==> config.mk <==
export PLATFORM = sky130hd
export DESIGN_NAME = single_ifetch
export DESIGN_NICKNAME = d
export VERILOG_FILES = /design/src/rtl/single_pkg.sv /design/src/rtl/single_ifetch_skid.sv /design/src/rtl/single_ifetch.sv
export SDC_FILE = /design/constraint.sdc
export NUM_CORES = 1
export LEC_CHECK = 0
export BUFFER_PORTS_ARGS = -buffer_cell sky130_fd_sc_hd__clkbuf_2
export CAP_MARGIN = 25
export CORE_ASPECT_RATIO = 0.7
export CORE_MARGIN = 2
export CORE_UTILIZATION = 39
export CTS_BUF_LIST = sky130_fd_sc_hd__clkbuf_16
export CTS_CLUSTER_SIZE = 10
export DETAILED_ROUTE_END_ITERATION = 7
export PLACE_DENSITY = 0.65
export SLEW_MARGIN = 20
export SYNTH_ARGS = -nofsm -noshare
export SYNTH_HDL_FRONTEND = slang
export SYNTH_SLANG_ARGS = --single-unit
==> constraint.sdc <==
create_clock -name clk -period 1.9 [get_ports clk]
set_clock_uncertainty 0.05 [all_clocks]
set_input_delay 0.38 -clock clk [delete_from_list [all_inputs] [get_ports clk]]
set_output_delay 0.38 -clock clk [all_outputs]
set_load 0.02 [all_outputs]
==> src/rtl/single_pkg.sv <==
// -----------------------------------------------------------------------------
// single_pkg
// Shared definitions for the single-cycle core instruction-fetch stage.
//   NOP_INSTR      : instruction word presented when no live instruction exists
//   PC_IDLE        : PC encoding meaning "no valid PC" (PC-register reset value)
//   fetch_state_e  : fetch FSM encoding (idle / fetching / draining a cancelled fetch)
//   fetch_entry_t  : {instr, pc} pair carried through the skid and output register
// -----------------------------------------------------------------------------
package single_pkg;

  localparam logic [31:0] NOP_INSTR = 32'h0000_0000;
  localparam logic [31:0] PC_IDLE   = 32'hFFFF_FFFF;

  typedef enum logic [1:0] {
    StIdle  = 2'd0,
    StFetch = 2'd1,
    StDrain = 2'd2
  } fetch_state_e;

  typedef struct packed {
    logic [31:0] instr;
    logic [31:0] pc;
  } fetch_entry_t;

  // Word address of a byte PC; the two low bits are ignored.
  function automatic logic [29:0] pc_word_addr(input logic [31:0] pc);
    return pc[31:2];
  endfunction

endpackage

==> src/rtl/single_ifetch_skid.sv <==
// -----------------------------------------------------------------------------
// single_ifetch_skid
// One-entry {instr, pc} holding buffer for a word that returned while decode was
// stalled with the output register occupied.
// Ports:
//   clk       in   clock
//   rst       in   synchronous reset, active-high
//   i_load    in   capture i_entry (takes priority over unload)
//   i_unload  in   entry consumed, buffer becomes empty
//   i_clear   in   discard contents (flush)
//   i_entry   in   {instr, pc} to capture
//   o_valid   out  buffer holds an entry
//   o_entry   out  buffered {instr, pc}
// -----------------------------------------------------------------------------
module single_ifetch_skid
  import single_pkg::*;
(
  input  logic         clk,
  input  logic         rst,
  input  logic         i_load,
  input  logic         i_unload,
  input  logic         i_clear,
  input  fetch_entry_t i_entry,
  output logic         o_valid,
  output fetch_entry_t o_entry
);

  logic         r_valid;
  fetch_entry_t r_entry;

  always_ff @(posedge clk) begin
    if (rst || i_clear) begin
      r_valid <= 1'b0;
      r_entry <= '{instr: NOP_INSTR, pc: PC_IDLE};
    end else if (i_load) begin
      r_valid <= 1'b1;
      r_entry <= i_entry;
    end else if (i_unload) begin
      r_valid <= 1'b0;
    end
  end

  assign o_valid = r_valid;
  assign o_entry = r_entry;

endmodule

==> src/rtl/single_ifetch.sv <==
// -----------------------------------------------------------------------------
// single_ifetch
// Instruction-fetch stage behind the PC register. Fetches the word at i_pc over a
// req/ack memory handshake, registers {instr, pc} for decode and holds the PC
// register until the fetch retires. i_pc == PC_IDLE means nothing to fetch.
// Ports:
//   clk         in   clock
//   rst         in   synchronous reset, active-high
//   i_pc        in   current PC
//   i_flush     in   branch/jump taken: drop fetched and in-flight words
//   i_stall     in   decode cannot accept a new instruction
//   o_pc_stall  out  PC register must hold
//   imem_req    out  fetch request (held with stable address until ack)
//   imem_addr   out  word address
//   imem_ack    in   request accepted, imem_rdata valid this cycle
//   imem_rdata  in   instruction word
//   o_valid     out  o_instr / o_instr_pc are live
//   o_instr     out  fetched instruction
//   o_instr_pc  out  PC of o_instr
// -----------------------------------------------------------------------------
module single_ifetch
  import single_pkg::*;
(
  input  logic        clk,
  input  logic        rst,
  input  logic [31:0] i_pc,
  input  logic        i_flush,
  input  logic        i_stall,
  output logic        o_pc_stall,
  output logic        imem_req,
  output logic [29:0] imem_addr,
  input  logic        imem_ack,
  input  logic [31:0] imem_rdata,
  output logic        o_valid,
  output logic [31:0] o_instr,
  output logic [31:0] o_instr_pc
);

  fetch_state_e r_state, w_state_next;
  logic [29:0]  r_addr;
  logic         r_valid;
  fetch_entry_t r_out;

  logic         w_pc_live;
  logic         w_fetch_req;
  logic         w_ack_fetch;
  logic         w_out_load;
  logic         w_skid_load;
  logic         w_skid_unload;
  logic         w_skid_valid;
  fetch_entry_t w_skid_entry;
  fetch_entry_t w_fetch_entry;

  assign w_pc_live     = (i_pc != PC_IDLE);
  // A full skid blocks new requests, so an accepted fetch always finds it empty.
  assign w_fetch_req   = w_pc_live && !w_skid_valid;
  assign w_ack_fetch   = (r_state == StFetch) && imem_req && imem_ack;
  assign w_out_load    = !r_valid || !i_stall;
  assign w_skid_load   = w_ack_fetch && r_valid && i_stall && !i_flush;
  assign w_skid_unload = w_out_load && w_skid_valid;
  assign w_fetch_entry = '{instr: imem_rdata, pc: i_pc};

  single_ifetch_skid u_skid (
    .clk      (clk),
    .rst      (rst),
    .i_load   (w_skid_load),
    .i_unload (w_skid_unload),
    .i_clear  (i_flush),
    .i_entry  (w_fetch_entry),
    .o_valid  (w_skid_valid),
    .o_entry  (w_skid_entry)
  );

  // State register.
  always_ff @(posedge clk) begin
    if (rst) begin
      r_state <= StIdle;
    end else begin
      r_state <= w_state_next;
    end
  end

  // Next-state logic.
  always_comb begin
    w_state_next = r_state;
    unique case (r_state)
      StIdle: begin
        if (w_pc_live) w_state_next = StFetch;
      end
      StFetch: begin
        // A request in flight cannot be withdrawn; park in DRAIN to swallow its ack.
        if (i_flush && imem_req && !imem_ack) begin
          w_state_next = StDrain;
        end else if (!w_pc_live) begin
          w_state_next = StIdle;
        end
      end
      StDrain: begin
        if (imem_ack) w_state_next = StFetch;
      end
      default: w_state_next = StIdle;
    endcase
  end

  // FSM outputs.
  always_comb begin
    imem_req   = 1'b0;
    imem_addr  = pc_word_addr(i_pc);
    o_pc_stall = 1'b0;
    unique case (r_state)
      StIdle: begin
        imem_req = 1'b0;
      end
      StFetch: begin
        imem_req   = w_fetch_req;
        o_pc_stall = !i_flush && ((w_fetch_req && !imem_ack) || w_skid_valid);
      end
      StDrain: begin
        imem_req   = 1'b1;
        imem_addr  = r_addr;
        o_pc_stall = !i_flush;
      end
      default: begin
        imem_req   = 1'b0;
        o_pc_stall = 1'b0;
      end
    endcase
  end

  // r_addr tracks the address of the request in flight while fetching, so DRAIN
  // can keep presenting it after the PC has moved to the flush target.
  always_ff @(posedge clk) begin
    if (rst) begin
      r_addr <= '0;
    end else if (r_state == StFetch) begin
      r_addr <= pc_word_addr(i_pc);
    end
  end

  // Output register: skid has priority over fresh memory data.
  always_ff @(posedge clk) begin
    if (rst || i_flush) begin
      r_valid <= 1'b0;
      r_out   <= '{instr: NOP_INSTR, pc: PC_IDLE};
    end else if (w_out_load) begin
      if (w_skid_valid) begin
        r_valid <= 1'b1;
        r_out   <= w_skid_entry;
      end else if (w_ack_fetch) begin
        r_valid <= 1'b1;
        r_out   <= w_fetch_entry;
      end else begin
        r_valid <= 1'b0;
        r_out   <= '{instr: NOP_INSTR, pc: PC_IDLE};
      end
    end
  end

  assign o_valid    = r_valid;
  assign o_instr    = r_out.instr;
  assign o_instr_pc = r_out.pc;

endmodule

==> run_results.csv <==
group,metric,value,unit
outcome,run_status,"complete, but fails checks",
outcome,violations,"setup timing",
setup_path,crit_type,"flip-flop to primary output",
routing,wire_per_inst,16.38,um
clock_network,clk_latency,420,ps
power_and_ir_drop,p_int,6.381,mW
synthesis,ys_types,33,
synthesis,synth-seq-area-share,0.4749,
synthesis,synth_cells,775,
setup_path,rrSetupSlack,40,ps
power_and_ir_drop,peakVddDrop,476.8,uV
power_and_ir_drop,power.density,947.4,nW/um2
clock_network,numCtsBuffers,17,
synthesis,netlist_top_cells_area,"dfxtp_1 47%, mux2i_1 14%, nor2_1 7.3%",
cells_and_area,fin_nets,1052,
job,max_cap_violations,0,
timing,fin_ws,-235.8,ps
clock_network,clkSlewWorstSetupHoldPaths,70,ps
timing,fmax,468.2,MHz
routing,vias_per_cell,5.146,
floorplan,rows,40,
synthesis,avgSynthCellArea,8.812,um2
routing,vias,6294,
cells_and_area,drive_gt1_frac,0.3276,
floorplan,ios,166,
timing,hold_violations,0,
synthesis,synth_top_cell_by_area,"dfxtp_1",
setup_path,crit_arrival,1710,ps
setup_path,path_max_fanout,12,
floorplan,start_util,0.3978,
setup_path,crit_buf_inv,3,
clock_network,cts_tree,"yes",
global_route,grt_use_total,0.2029,
timing,final.setup.tns,-5718,ps
floorplan,die_h,114.7,um
timing,tightest_slew,479.2,ps
setup_path,path_cells,"buf_6 -> ha_4 -> buf_12 -> mux2_2 -> clkbuf_2",
min_path,hold_path_class,"input port to flip-flop",
routing,drc,0,
clock_network,cts.path.max_buffers,2,
setup_path,cpMaxStageDelayCell,"dfxtp_2",
clock_network,root_buffer,"clkbuf_16",
synthesis,synth_edf_count,0,
floorplan,dieArea,18600,um2
synthesis,synth_top_cell_area_share,0.4749,
setup_path,crit_path_end_kind,"primary output",
timing,min_period,2136,ps
power_and_ir_drop,pwr-share-seq,0.414,
setup_path,worstPathRequired,1470,ps
power_and_ir_drop,p_clk_frac,0.390,
routing,wirelength,20.04,mm
placed_design,hpwlAfterDp,12.35,mm
cells_and_area,area_growth,37.85,%
power_and_ir_drop,pwr-share-comb,0.197,
power_and_ir_drop,p_sw,2.538,mW
synthesis,async_flop_share,0,
synthesis,synth_seq_cells,162,
setup_path,cpLargestDelayFamily,"buffers and inverters",
timing,maxSlewHeadroom,0.6805,
global_route,grt_max_degree,97,
clock_network,cts_max_level,4,
power_and_ir_drop,swShare,0.2846,
timing,setup_viol,32,
clock_network,cts_sinks,162,
placed_design,gp_congestion,0.8044,
synthesis,netlist_top_cells_count,"162 x dfxtp_1, 132 x nor2_1, 95 x mux2i_1",
setup_path,crit_path_start_kind,"flip-flop",
power_and_ir_drop,power_leakage,3.732,nW
synthesis,syn-cell-area,6829,um2
global_route,grt_overflow_total,0,
timing,rsz0062_at_grt,"yes",
timing,post-route-period-util,1.124,
routing,drt-initial-drc-count,425,
routing,first_pass_iters,5,
timing,drv_slew,0,
routing,ant_nets,0,
synthesis,synth.most_common_cell,"dfxtp_1",
floorplan,fp.dieW,162.2,um
global_route,grt_pass1_vias,5793,
global_route,grt_pass1_wl,29.99,mm
synthesis,syn_nets,848,
floorplan,core-area,17170,um2
global_route,antenna_found_initial,0,
synthesis,yosysWarnings,0,
timing,whs,147.9,ps
placed_design,io_buffers,165,
cells_and_area,diodes,0,
synthesis,synth_flop_cell,"dfxtp_1",
setup_path,crit_path_max_incr_delay,340,ps
[tightest hold or removal path, stage by stage]
cell and delay, ps:
clkbuf_2 90, nand2_1 50, mux2i_1 60
[final timing paths]
kind / start / to / cells after the start
max: r_state[1]$_SDFFE_PP0P_ / imem_addr[7] / 5
min: imem_rdata[9] / u_skid.o_entry[41]$_SDFFE_PP0P_ / 3
max reg2reg: r_state[1]$_SDFFE_PP0P_ / u_skid.o_entry[55]$_SDFFE_PP0P_ / 8
min reg2reg: u_skid.o_entry[34]$_SDFFE_PP0P_ / u_skid.o_entry[34]$_SDFFE_PP0P_ / 2
[kinds of logic after synthesis]
kind of cell,share of synthesized area
simple gates,0.1458
mux,0.1673
buf+inv,0.05350
flops,0.4749
fa+ha+maj,0.007329
compound gates,0.1512
[cell type report]
| class | count | area [um2] |
|---|---|---|
| Timing Repair Buffer | 248 | 1815 |
| Clock buffer | 17 | 425.4 |
| Tap cell | 231 | 289.0 |
| Multi-Input combinational cell | 530 | 3390 |
| Fill cell | 1581 | 7752 |
| Sequential cell | 162 | 3246 |
| Clock inverter | 15 | 173.9 |
| Inverter | 20 | 75.07 |
[sequential cells by signal, indices dropped and copies added (netlist names)]
register	flops
o_valid	1
u_skid.o_valid	1
o_instr	32
o_instr_pc	32
r_state	2
u_skid.o_entry	64
r_addr	30
[stage by stage]
step	power [mW]	instances	util	area, um2	setup slack [ps]
4_1_cts	8.797	1211	0.5309	9114	-238.0
5_1_grt	9.279	1223	0.5484	9414	-314.0
2_1_floorplan	4.732	775	-	6842	-16.90
3_3_place_gp	5.254	1172	0.4796	8233	-246.8
6_report	8.919	1223	0.5484	9414	-235.8
3_5_place_dp	5.268	1172	0.4796	8233	-227.2
[layout by cell type (no fill, tap or decap), types with 3 or more instances in the layout]
| master | count |
|---|---|
| a21oi_1 | 38 |
| a221oi_1 | 26 |
| a221oi_2 | 6 |
| buf_12 | 10 |
| buf_4 | 69 |
| buf_6 | 7 |
| buf_8 | 9 |
| clkbuf_16 | 21 |
| clkbuf_2 | 142 |
| clkbuf_8 | 4 |
| clkinv_4 | 3 |
| dfxtp_1 | 160 |
| inv_1 | 18 |
| inv_2 | 3 |
| inv_6 | 6 |
| mux2_2 | 10 |
| mux2_4 | 7 |
| mux2i_1 | 93 |
| nand2_1 | 82 |
| nand2b_1 | 4 |
| nand3_1 | 3 |
| nand4_1 | 8 |
| nor2_1 | 130 |
| o21ai_0 | 54 |
| o21ai_1 | 8 |
| o22ai_1 | 32 |
[power groups by stage]
stage                     Sequential, mW  Combinational, mW  Clock (mW)
final                               3.69               1.75        3.48
after floorplan                     3.78              0.947           0
after global placement              3.75               1.50           0
after global routing                3.71               1.89        3.69
after CTS                           3.68               1.59        3.53
after detailed placement            3.75               1.51           0
[layer usage]
| metal | GRT usage | wire length, um | vias to the layer above | share of wire |
|---|---|---|---|---|
| met2 | 0.3075 | 8864 | 184 | 0.44 |
| li1 | - | - | 3105 | - |
| met3 | 0.05071 | 1145 | 23 | 0.057 |
| met4 | 0.05900 | 236 | 0 | 0.012 |
| met5 | 0 | 0 | - | 0 |
| met1 | 0.2873 | 9788 | 2982 | 0.49 |
[what timing repair did]
item,CTS,global route
endpoints found under the setup margin,66,128
hold buffers,0,0
setup buffers,5,10
hold endpoints to repair,0,0
cloned,2,5
pin swaps,3,6
gates resized for setup,51,39
(Power assumes the default switching activity.)
